## src/rtl/add_arbiter.sv

```systemverilog
// Round-robin arbiter sharing one adder among NREQ requesters, with a
// one-entry registered response stage tagged by requester index.

module adder #(
  parameter int unsigned WIDTH = 32
) (
  input  logic [WIDTH-1:0] a,
  input  logic [WIDTH-1:0] b,
  output logic [WIDTH-1:0] sum,
  output logic             cout
);
  localparam int unsigned SW = WIDTH + 1;

  assign {cout, sum} = SW'(a) + SW'(b);
endmodule

module add_arbiter #(
  parameter int unsigned WIDTH = 32,
  parameter int unsigned NREQ  = 3,
  parameter int unsigned IDW   = 2
) (
  input  logic                  clk,
  input  logic                  rst,
  input  logic [NREQ-1:0]       req_valid,
  input  logic [NREQ*WIDTH-1:0] req_a,
  input  logic [NREQ*WIDTH-1:0] req_b,
  output logic [NREQ-1:0]       req_ready,
  output logic                  rsp_valid,
  input  logic                  rsp_ready,
  output logic [IDW-1:0]        rsp_id,
  output logic [WIDTH-1:0]      rsp_sum,
  output logic                  rsp_cout
);

  logic [IDW-1:0]   ptr_q, ptr_d;
  logic             rsp_valid_q, rsp_valid_d;
  logic [IDW-1:0]   rsp_id_q, rsp_id_d;
  logic [WIDTH-1:0] rsp_sum_q, rsp_sum_d;
  logic             rsp_cout_q, rsp_cout_d;

  logic             can_accept;
  logic [NREQ-1:0]  grant;
  logic             grant_any;
  logic             found;
  logic [IDW-1:0]   gnt_id;
  logic [WIDTH-1:0] add_a, add_b, add_sum;
  logic             add_cout;

  assign can_accept = !rsp_valid_q || rsp_ready;

  // Two-pass priority scan: indices at/after ptr first, then the wrap-around.
  always_comb begin
    grant  = '0;
    gnt_id = '0;
    found  = 1'b0;
    if (!rst && can_accept) begin
      for (int i = 0; i < NREQ; i++) begin
        if (!found && IDW'(i) >= ptr_q && req_valid[i]) begin
          found    = 1'b1;
          grant[i] = 1'b1;
          gnt_id   = IDW'(i);
        end
      end
      for (int i = 0; i < NREQ; i++) begin
        if (!found && IDW'(i) < ptr_q && req_valid[i]) begin
          found    = 1'b1;
          grant[i] = 1'b1;
          gnt_id   = IDW'(i);
        end
      end
    end
  end

  assign grant_any = |grant;
  assign req_ready = grant;

  // Operand mux; falls back to requester 0 when nothing is granted.
  always_comb begin
    add_a = req_a[WIDTH-1:0];
    add_b = req_b[WIDTH-1:0];
    for (int i = 0; i < NREQ; i++) begin
      if (gnt_id == IDW'(i)) begin
        add_a = req_a[i*WIDTH +: WIDTH];
        add_b = req_b[i*WIDTH +: WIDTH];
      end
    end
  end

  adder #(.WIDTH(WIDTH)) u_adder (
    .a    (add_a),
    .b    (add_b),
    .sum  (add_sum),
    .cout (add_cout)
  );

  always_comb begin
    ptr_d       = ptr_q;
    rsp_valid_d = rsp_valid_q;
    rsp_id_d    = rsp_id_q;
    rsp_sum_d   = rsp_sum_q;
    rsp_cout_d  = rsp_cout_q;
    if (grant_any) begin
      rsp_valid_d = 1'b1;
      rsp_id_d    = gnt_id;
      rsp_sum_d   = add_sum;
      rsp_cout_d  = add_cout;
      ptr_d       = (gnt_id == IDW'(NREQ - 1)) ? '0 : gnt_id + IDW'(1);
    end else if (rsp_valid_q && rsp_ready) begin
      rsp_valid_d = 1'b0;
    end
  end

  always_ff @(posedge clk) begin
    if (rst) begin
      ptr_q       <= '0;
      rsp_valid_q <= 1'b0;
      rsp_id_q    <= '0;
      rsp_sum_q   <= '0;
      rsp_cout_q  <= 1'b0;
    end else begin
      ptr_q       <= ptr_d;
      rsp_valid_q <= rsp_valid_d;
      rsp_id_q    <= rsp_id_d;
      rsp_sum_q   <= rsp_sum_d;
      rsp_cout_q  <= rsp_cout_d;
    end
  end

  assign rsp_valid = rsp_valid_q;
  assign rsp_id    = rsp_id_q;
  assign rsp_sum   = rsp_sum_q;
  assign rsp_cout  = rsp_cout_q;

endmodule

```

## config.mk

```make
export PLATFORM = sky130hd
export DESIGN_NAME = add_arbiter
export DESIGN_NICKNAME = d
export VERILOG_FILES = /design/src/rtl/add_arbiter.sv
export SDC_FILE = /design/constraint.sdc
export NUM_CORES = 1
export LEC_CHECK = 0
export ABC_AREA = 1
export CORE_MARGIN = 2
export CORE_UTILIZATION = 45
export DETAILED_ROUTE_END_ITERATION = 10
export PLACE_DENSITY = 0.8
export SLEW_MARGIN = 25
export SYNTH_ARGS = -nofsm -noshare
export SYNTH_HDL_FRONTEND = slang
export SYNTH_HIERARCHICAL = 1
export SYNTH_SLANG_ARGS = --single-unit
```

## constraint.sdc

```tcl
create_clock -name clk -period 5.8 [get_ports clk]
set_clock_uncertainty 0.1 [all_clocks]
set_input_delay 1.16 -clock clk [delete_from_list [all_inputs] [get_ports clk]]
set_output_delay 1.16 -clock clk [all_outputs]
set_load 0.02 [all_outputs]
```

# Word-level counts from Yosys, hierarchy flattened
# Cells that the tools add are included.
[word_totals] ff_bits=38 latch_bits=0 mem_bits_rw=0 mem_bits_ro=0 input_bits=198 out_inout_bits=39 word_cells=67 mem_count=0
[op_classes] n_addsub=2 multipliers=0 n_div=0 n_lt_le_gt_ge=6 eq_ne=2 shift=0 mux=29 bitwise=0 n_reduce_logical=23
[ops] operator="two-way mux 32 bit" n=4
[ops] operator="adder 32 x 32 -> 33 bit" n=1
[ops] operator="two-way mux 1 bit" n=18
[ops] operator="logical AND 1 bit" n=13
[ops] operator="two-way mux 2 bit" n=6
[ops] operator="logical NOT 1 bit" n=7
[ops] operator="greater-or-equal comparator 1 x 2 -> 1 bit, first input constant" n=2
[ops] operator="less-than comparator 1 x 2 -> 1 bit, first input constant" n=2
[ops] operator="two-way mux 3 bit" n=1
[ops] operator="OR reduction 3 bit" n=1
[ops] operator="adder 2 x 1 -> 2 bit, second input constant" n=1
[ops] operator="== test 2 x 1 -> 1 bit, second input constant" n=1
[ops] operator="== test 2 bit, second input constant" n=1
[ops] operator="greater-or-equal comparator 2 bit, first input constant" n=1
[ops] operator="less-than comparator 2 bit, first input constant" n=1
[ops] operator="nonzero test 2 bit" n=1
[ops] operator="logical OR 1 bit" n=1

# Depth between registers and ports, before layout
# Gate-level depths: netlist of the first run.
[logic_depth] ltp_word=33 ltp_mapped=25

# By module
# Netlist of the first run, hierarchy kept.
[modules_own_cells] mod="add_arbiter" instances=1 cells_per_inst=555 area_each_um2=3130.5 seq_area_each_um2=760.7
[modules_own_cells] mod="adder" instances=1 cells_per_inst=502 area_each_um2=2476.1 seq_area_each_um2=0.0

# Worst setup path after synthesis of the first run
# OpenSTA, ideal clock, no wires.
[synth_timing] path_type="input to register" start="input port req_valid[1]" end="register rsp_sum_q[28] (netlist: rsp_sum[28])" setup_ps=113 arrival_ps=3429 setup_slack_ps=2158 path_stages=25 path_buffers=2 path_cell_list="inv_1 nor2_1 nor2_1 nand2_1 nand2_1 nand2_1 inv_2 buf_6 buf_4 nand2_1 nand3_1 ha_1 fa_1 nand3_1 nand3_1 nand2_1 nand2_2 nand2_2 nand2_4 nand2_2 nand2_1 nand2_1 nand2_1 nor2_1 nor2_1"
[synth_via] elab_chain_len=27 word_cells_on_any_way=41
[synth_rtl] item="from (decl)" line="24" text="input logic [NREQ-1:0] req_valid,"
[synth_rtl] item="logical AND 1 bit" line="58" text="if (!found && IDW'(i) >= ptr_q && req_valid[i]) begin"
[synth_rtl] item="two-way mux 1 bit" line="58"
[synth_rtl] item="two-way mux 1 bit" line="56" text="if (!rst && can_accept) begin"
[synth_rtl] item="logical NOT 1 bit" line="58"
[synth_rtl] item="logical AND 1 bit (2 in series)" line="58"
[synth_rtl] item="two-way mux 1 bit" line="58"
[synth_rtl] item="two-way mux 1 bit" line="56"
[synth_rtl] item="logical NOT 1 bit" line="65" text="if (!found && IDW'(i) < ptr_q && req_valid[i]) begin"
[synth_rtl] item="(+12 left out)"
[synth_rtl] item="two-way mux 2 bit (*)" line="65"
[synth_rtl] item="two-way mux 2 bit (*)" line="56"
[synth_rtl] item="== test 2 x 1 -> 1 bit" line="82" text="if (gnt_id == IDW'(i)) begin"
[synth_rtl] item="two-way mux 32 bit" line="82"
[synth_rtl] item="two-way mux 32 bit (*)" line="82"
[synth_rtl] item="named net add_a[0]" line="46" text="logic [WIDTH-1:0] add_a, add_b, add_sum;"
[synth_rtl] item="adder 32 x 32 -> 33 bit (*)" line="14" text="assign {cout, sum} = SW'(a) + SW'(b);"
[synth_rtl] item="named net add_sum[28]" line="46"
[synth_rtl] item="to (signal assigned)" line="124" text="rsp_sum_q <= rsp_sum_d;"
[synth_rtl] item="to (decl)" line="38" text="logic [WIDTH-1:0] rsp_sum_q, rsp_sum_d;"
# Mark *: on every way through the listed nets, which the timed path passes. The rest lies on a longest branch. The select of a mux whose other input is x is not followed.
# A chain may end at the register's enable or synchronous reset.

# Worst setup path in the final report of the first run
[layout_timing] start="input port req_valid[1]" end="output port req_ready[1]"
[layout_via] elab_chain_len=18 word_cells_on_any_way=19
[layout_rtl] item="logical AND 1 bit" line="58"
[layout_rtl] item="two-way mux 1 bit" line="58"
[layout_rtl] item="two-way mux 1 bit" line="56"
[layout_rtl] item="logical NOT 1 bit" line="58"
[layout_rtl] item="logical AND 1 bit (2 in series)" line="58"
[layout_rtl] item="two-way mux 1 bit" line="58"
[layout_rtl] item="two-way mux 1 bit" line="56"
[layout_rtl] item="logical NOT 1 bit" line="65"
[layout_rtl] item="logical AND 1 bit (2 in series)" line="65"
[layout_rtl] item="two-way mux 1 bit" line="65"
[layout_rtl] item="two-way mux 1 bit" line="56"
[layout_rtl] item="logical NOT 1 bit" line="65"
[layout_rtl] item="logical AND 1 bit (2 in series)" line="65"
[layout_rtl] item="two-way mux 1 bit (*)" line="65"
[layout_rtl] item="two-way mux 3 bit (*)" line="56"
[layout_rtl] item="to (decl)" line="27" text="output logic [NREQ-1:0] req_ready,"
# Mark *: on every way between the ends. The rest lies on a longest branch, timed or not. The select of a mux whose other input is x is not followed.

==> results of run 1 <==
[kinds of logic after synthesis]
family	after synthesis	share of synthesized area
simple gates	736	0.577
buf+inv	208	0.164
fa+ha+maj	33	0.0750
xor+xnor	15	0.0234
flops	38	0.136
compound gates	27	0.0257
[per-stage QoR]
| step | hold WS, ns | power, mW | instances | utilization |
|---|---|---|---|---|
| finish | 0.412 | 1.80 | 1429 | 0.670 |
| global route | 0.442 | 1.96 | 1429 | 0.670 |
| CTS | 0.403 | 1.81 | 1429 | 0.670 |
| detailed placement | 0.392 | 1.54 | 1423 | 0.659 |
| global placement | 0.392 | 1.53 | 1423 | 0.659 |
| floorplan | 0.410 | 1.12 | 1057 | - |
[Yosys cell counts]
master / number
nand2_1: 394
nand3_1: 154
inv_1: 144
nor2_1: 105
nand4_1: 39
dfxtp_1: 38
ha_1: 32
a21oi_1: 21
nand2_2: 20
buf_2: 19
inv_2: 18
xor2_1: 15
buf_4: 14
buf_6: 8
nand3_2: 5
nor2_2: 5
nor3_2: 5
buf_1: 4
nand2_4: 4
nor3_1: 2
o21ai_0: 2
a21o_1: 1
a21oi_2: 1
clkinv_1: 1
fa_1: 1
nand3b_1: 1
nor2_8: 1
nor4_1: 1
o21ai_1: 1
o21bai_1: 1
[layout by cell type (no fill, tap or decap), drive strengths merged, types with 15 or more instances in the layout]
master,synthesis,layout
inv,162,162
nand2,418,418
nand3,159,159
nand4,39,39
ha,32,32
a21oi,22,22
clkdlybuf4s50,0,236
xor2,15,15
nor2,111,111
dfxtp,38,38
[critical path, stage by stage]
cell and delay [ns]:
clkdlybuf4s50_1 0.49, inv_1 0.06, nor2_1 0.12, nand2_1 0.07
nand2_1 0.10, nand2_4 0.07, inv_2 0.49, clkdlybuf4s50_1 0.73
[routing by layer]
layer | GRT usage | vias up | routed length (µm)
li1 | - | 3698 | -
met1 | 0.326 | 3062 | 7960
met2 | 0.525 | 221 | 9240
met3 | 0.0329 | 34 | 1040
met4 | 0.0722 | 0 | 440
met5 | 0 | - | 0
[final cells by class]
class                           count  area, µm²  share of cell area
Multi-Input combinational cell    811       3940               0.486
Inverter                          163        612              0.0754
Tap cell                          168        210              0.0259
Timing Repair Buffer              243       2450               0.302
Sequential cell                    38        761              0.0937
Clock buffer                        6        139              0.0171
[flip-flops by register name, summed over array words and instances (netlist names)]
name and cells:
ptr_q 2, rsp_cout 1, rsp_id 2, rsp_sum 32, rsp_valid 1
[final timing paths]
check	start	endpoint
max	req_valid[1]	req_ready[1]
min	rsp_id[0]	rsp_id[0]
max reg2reg	ptr_q[1]	rsp_sum[24]
min reg2reg	rsp_id[0]	rsp_id[0]
[where the power goes]
| part | leakage, nW | internal, mW | switching [mW] |
|---|---|---|---|
| clock network | 0.0688 | 0.166 | 0.0984 |
| logic | 3.83 | 0.502 | 0.702 |
| registers | 0.315 | 0.308 | 0.0277 |
==> flow_summary.ini, run 1 <==
[outcome]
status = finished, final reports clean

[timing]
hold_violations = 0
slew_headroom = 0.557
setup_violations = 0
timing.final.ws_setup_ns = 1.23
worst_pin_slew_ns = 0.664
finalSetupTns_ns = 0
fmax_mhz = 219
fin_crit_ns = 4.57
fin_crit_sh = 0.788
final_max_slew_viol_count = 0
rsz0062_at_grt = false

[floorplanning]
dieArea_um2 = 13400
die_height_um = 116
ios = 237
rows = 40
die_x_um = 116
initial_core_util = 0.463
core_um2 = 12100

[layout]
nNetsFinal = 1493
design_area_um2 = 8120
num-fill-cells = 1201
n_antenna_cell = 0
syn2layout_area_growth_pct = 44.7
final_layout_size_suffix_gt1_frac = 0.0579

[global_route]
antenna_found_initial = 0
overflow = 0
grt_usage = 0.276
grt_pass1_wl_mm = 30.4
grt_pass1_vias = 6747
grt_max_degree = 103

[logic_synthesis]
syn_inst = 1057
synth_area_leaders = nand2_1, nand3_1, dfxtp_1
syn_avg_cell_area_um2 = 5.30
yosys.area.top_type_share = 0.264
yosys.area.top_type = nand2_1
ys_ff_latch = 38
syn_nets = 1288
ys_seq_area_frac = 0.136
yosysWarnings = 6
post_synth_num_cell_types = 30
syn_area_um2 = 5610

[worst_setup_path]
cp_max_fo = 37
start_kind = primary input
required_ns = 4.54
crit_type = in -> out
end_kind = output port
reg2regPathDepth = 21
regToRegSetupSlack_ns = 2.37
critPathArrivalTime_ns = 3.31

[route]
vias_per_cell = 4.91
dr_total_vias = 7015
detail_route.wl_per_cell_um = 13.1
drtIter0Drc = 460
drc = 0
drtPass1Iterations = 7
routed_wl_mm = 18.7
ant_nets = 0

[clocking]
post_cts_buffers = 0
cts_buffer_depth = 2
cts_buffers = 5
htree_num_levels = 2
cts_tree = yes
clk_pin_slew_ns = 0.06
hold_buffers = 0
cts_resized = 0
numClockSinks = 38
clk_latency_ns = 0.28
clock-root-buffer = clkbuf_16

[placement]
post_dp_cell_area_um2 = 7980
port_buffers = 236
place_ws_ns = 1.17
hpwl_mm = 15.0
place_congestion = 0.939

[power_and_ir_drop]
peakVddDrop_mv = 0.134
power_density_nw_per_um2 = 222
leakage_nw = 4.22

[min_path]
hp-class = reg -> reg
whs_path_depth = 2

[job]
maxCapViolations = 0
No activity file was read; power rests on OpenSTA's default activity.
==> run 2, diff against run 1 <==
--- a/config.mk
+++ b/config.mk
@@ -7,9 +7,9 @@
 export LEC_CHECK = 0
 export ABC_AREA = 1
 export CORE_MARGIN = 2
-export CORE_UTILIZATION = 45
+export CORE_UTILIZATION = 44
 export DETAILED_ROUTE_END_ITERATION = 10
-export PLACE_DENSITY = 0.8
+export PLACE_DENSITY = 0.78
 export SLEW_MARGIN = 25
 export SYNTH_ARGS = -nofsm -noshare
 export SYNTH_HDL_FRONTEND = slang
==> constraint.sdc (replaced) <==
create_clock -name clk -period 4.75 [get_ports clk]
set_clock_uncertainty 0.1 [all_clocks]
set_input_delay 0.95 -clock clk [delete_from_list [all_inputs] [get_ports clk]]
set_output_delay 0.95 -clock clk [all_outputs]
set_load 0.02 [all_outputs]
==> flow_summary.ini, run 2 (synthesized netlist as in run 1, its figures left out) <==
[route]
dr_total_vias = 6994
routed_wl_mm = 18.3
drtPass1Iterations = 5
drtIter0Drc = 529
detail_route.wl_per_cell_um = 12.7
ant_nets = 0
drc = 0
vias_per_cell = 4.86

[floorplanning]
ios = 237
dieArea_um2 = 13700
core_um2 = 12500
die_height_um = 117
die_x_um = 117
rows = 41
initial_core_util = 0.448

[timing]
finalSetupTns_ns = 0
rsz0062_at_grt = false
fin_crit_ns = 4.23
hold_violations = 0
slew_headroom = 0.680
timing.final.ws_setup_ns = 0.519
worst_pin_slew_ns = 0.480
setup_violations = 0
final_max_slew_viol_count = 0
fin_crit_sh = 0.891
fmax_mhz = 236

[power_and_ir_drop]
peakVddDrop_mv = 0.183
leakage_nw = 4.22
power_density_nw_per_um2 = 270

[clocking]
hold_buffers = 0
cts_buffer_depth = 2
htree_num_levels = 2
cts_buffers = 5
clk_pin_slew_ns = 0.06
cts_resized = 0
cts_tree = yes
post_cts_buffers = 0
numClockSinks = 38
clock-root-buffer = clkbuf_16
clk_latency_ns = 0.28

[placement]
port_buffers = 236
place_ws_ns = 0.447
hpwl_mm = 14.8
place_congestion = 0.995

[worst_setup_path]
r2r_end = rsp_sum[19]
cp-startpoint = req_valid[1]
reg2regPathDepth = 22
cp_max_fo = 61
start_kind = primary input
crit_type = in -> out
critPathArrivalTime_ns = 3.18
regToRegSetupSlack_ns = 1.42
required_ns = 3.70
end_kind = output port
r2r-start = ptr_q[1]
crit_path_end = req_ready[1]

[layout]
regArea_um2 = 761
final_common_cell = nand2_1
largest_reg_flops = 32
nNetsFinal = 1497
num-fill-cells = 1253
most-common-layout-cells = nand2_1, clkdlybuf4s50_1, nand3_1, inv_1, nor2_1
multiInputGateArea_um2 = 3940
syn2layout_area_growth_pct = 45.1
final_layout_size_suffix_gt1_frac = 0.0624
n_antenna_cell = 0

[global_route]
grt_pass1_wl_mm = 29.4
overflow = 0
grt_max_degree = 62
antenna_found_initial = 0
grt_usage = 0.265
grt_pass1_vias = 6548

[min_path]
hp-class = reg -> reg

[outcome]
status = finished, final reports clean

[job]
maxCapViolations = 0
==> run 2: routing by layer <==
layer,global-route usage,vias to the layer above,wire length (µm)
met4,0.0847,0,561
met2,0.501,219,9090
met1,0.309,3021,7660
li1,-,3712,-
met5,0,-,0
met3,0.0304,42,941
==> run 2: critical path, cell delays in order <==
cell	delay, ns
clkdlybuf4s50_1	0.49
inv_1	0.06
nor2_1	0.12
nand2_1	0.07
nand2_1	0.10
nand2_4	0.20
inv_2	0.20
buf_12	0.25
clkdlybuf4s50_1	0.67
==> run 2: worst min-delay path by stage <==
stage | depth (start not counted) | to | slack, ns | startpoint
3_3_place_gp | 2 | rsp_id[0] | 0.39 | rsp_id[0]
3_5_place_dp | 2 | rsp_id[0] | 0.40 | rsp_id[0]
2_1_floorplan | 2 | ptr_q[1] | 0.41 | ptr_q[1]
6_report | 2 | rsp_id[0] | 0.42 | rsp_id[0]
5_1_grt | 2 | rsp_id[0] | 0.45 | rsp_id[0]
4_1_cts | 2 | rsp_id[0] | 0.42 | rsp_id[0]
==> run 2: final cells by class <==
class                           instances  area share
Clock inverter                          3     0.00262
Inverter                              163      0.0752
Clock buffer                            5      0.0154
Timing Repair Buffer                  247       0.302
Sequential cell                        38      0.0935
Multi-Input combinational cell        811       0.485
Tap cell                              172      0.0265
==> run 2: where the power goes <==
part           switching [mW]  internal, mW
registers              0.0326         0.376
clock network           0.135         0.194
logic                   0.848         0.611
total                    1.02          1.18
==> run 2: per-stage QoR <==
stage                     utilization  std cells  cell area, µm²  hold WS, ns  total power, mW
final                           0.650       1439            8130        0.420             2.20
after global routing            0.650       1439            8130        0.446             2.40
after CTS                       0.650       1439            8130        0.419             2.21
after detailed placement        0.638       1431            7990        0.401             1.87
after global placement          0.638       1431            7990        0.395             1.87
after floorplan                     -       1057            5610        0.410             1.37
==> run 3, diff against run 2 <==
--- a/config.mk
+++ b/config.mk
@@ -9,7 +9,7 @@
 export CORE_MARGIN = 2
 export CORE_UTILIZATION = 44
 export DETAILED_ROUTE_END_ITERATION = 10
-export PLACE_DENSITY = 0.78
+export PLACE_DENSITY = 0.87
 export SLEW_MARGIN = 25
 export SYNTH_ARGS = -nofsm -noshare
 export SYNTH_HDL_FRONTEND = slang
==> flow_summary.ini, run 3 (synthesized netlist as in run 1, its figures left out) <==
[worst_setup_path]
cp_max_fo = 61
reg2regPathDepth = 22
required_ns = 3.70
critPathArrivalTime_ns = 3.12
cp_slowest_cell = clkdlybuf4s50_1
crit_path_end = req_ready[1]
crit_family = buffers and inverters
end_kind = output port
path_cells = clkdlybuf4s50_1 -> inv_1 -> nor2_1 -> nand2_1 -> nand2_1 -> nand2_4 -> inv_2 -> buf_12 -> clkdlybuf4s50_1
cp_num_buf_inv = 5
crit_path_max_incr_delay_ns = 0.67
start_kind = primary input
r2r-start = ptr_q[1]
cp.depth = 9
r2r_end = rsp_sum[19]
crit_type = in -> out
cp-startpoint = req_valid[1]
regToRegSetupSlack_ns = 1.47

[clocking]
clk_pin_slew_ns = 0.06
cts_tree = yes
htree_num_levels = 2
post_cts_buffers = 0
cts_resized = 0
clk_latency_ns = 0.29
cts_buffer_depth = 2
cts_buffers = 5
clock-root-buffer = clkbuf_16
numClockSinks = 38
hold_buffers = 0

[global_route]
grt_usage = 0.267
overflow = 0
grt_max_degree = 62
grt_pass1_vias = 6665
grt_pass1_wl_mm = 29.7
antenna_found_initial = 0

[layout]
utilization = 0.655
syn2layout_area_growth_pct = 46.2
final_common_cell = nand2_1
n_antenna_cell = 0
most-common-layout-cells = nand2_1, clkdlybuf4s50_1, nand3_1, inv_1, nor2_1
largest_reg_flops = 32
design_area_um2 = 8200
final_layout_size_suffix_gt1_frac = 0.0609
nNetsFinal = 1495

[job]
maxCapViolations = 0

[timing]
setup_violations = 0
fmax_mhz = 240
finalSetupTns_ns = 0
rsz0062_at_grt = false
hold_violations = 0
slew_headroom = 0.684
final_max_slew_viol_count = 0
fin_crit_sh = 0.878
fin_crit_ns = 4.17
worst_pin_slew_ns = 0.474

[placement]
port_buffers = 236
post_dp_cell_area_um2 = 8000
place_congestion = 0.978
hpwl_mm = 14.8

[floorplanning]
die_x_um = 117
ios = 237
rows = 41
initial_core_util = 0.448
dieArea_um2 = 13700
die_height_um = 117
core_um2 = 12500

[min_path]
hp-start = rsp_id[0]
whs_path_depth = 2
hp-class = reg -> reg

[power_and_ir_drop]
peakVddDrop_mv = 0.156
leakage_nw = 4.26
power_density_nw_per_um2 = 284
power_mw = 2.33

[route]
drc = 0
drtIter0Drc = 657
routed_wl_mm = 18.5
ant_nets = 0
detail_route.wl_per_cell_um = 12.9
drtPass1Iterations = 5
vias_per_cell = 4.97
dr_total_vias = 7137

[outcome]
status = finished, final reports clean
[run 3: changes by cell type in the layout (fill, tap and decap cells not counted), sizes merged]
cell,delta
clkinv,-2
buf,-2
clkinvlp,-1
clkbuf,+1
bufinv,+2
[run 3: worst reg2reg max path, cell delays in order, from the launching register on]
cell	delay, ns
dfxtp_1	0.43
nand2_1	0.12
nand2_1	0.11
nand3_1	0.08
nand2_1	0.10
nand2_4	0.17
inv_2	0.19
buf_12	0.24
nand2_1	0.11
nand3_1	0.11
ha_1	0.30
nand2_2	0.15
inv_1	0.05
a21oi_1	0.16
nand2_2	0.11
nand2_2	0.07
nand2_2	0.07
nand2_1	0.08
nand2_1	0.05
nand2_1	0.06
nand2_1	0.10
nor2_1	0.13
nor2_1	0.06
[run 3: power by group]
group / internal [mW] / leakage [nW] / switching, mW / total [mW]
sequential: 0.376 / 0.315 / 0.0348 / 0.410
combinational: 0.613 / 3.84 / 0.854 / 1.47
clock: 0.315 / 0.0971 / 0.136 / 0.451
total: 1.30 / 4.26 / 1.02 / 2.33
[run 3: area by class of cell]
type                    count  area (µm²)
fillers                  1153        4320
repair buffers            245        2470
clock buffers               6         139
clock inverters             2        60.1
well taps                 172         215
flip-flops and latches     38         761
multi-input cells         811        3940
inverters                 163         612
[run 3: worst min path at each step]
stage	to
floorplan	ptr_q[1]
global placement	rsp_id[0]
detailed placement	rsp_id[0]
CTS	rsp_id[0]
global route	rsp_id[0]
finish	rsp_id[0]
[run 3: routing by layer]
| metal | share of wire | track usage | wire [µm] |
|---|---|---|---|
| met5 | 0 | 0 | 0 |
| met3 | 0.069 | 0.0381 | 1290 |
| met1 | 0.41 | 0.315 | 7670 |
| met4 | 0.029 | 0.0973 | 541 |
| met2 | 0.49 | 0.492 | 9050 |
[run 3: per-stage QoR]
stage | setup WS [ns] | instances | hold WS [ns]
after floorplan | 1.32 | 1057 | 0.410
after detailed placement | 0.522 | 1429 | 0.401
after global routing | 0.411 | 1437 | 0.424
final | 0.580 | 1437 | 0.418
after global placement | 0.578 | 1429 | 0.401
after CTS | 0.605 | 1437 | 0.409
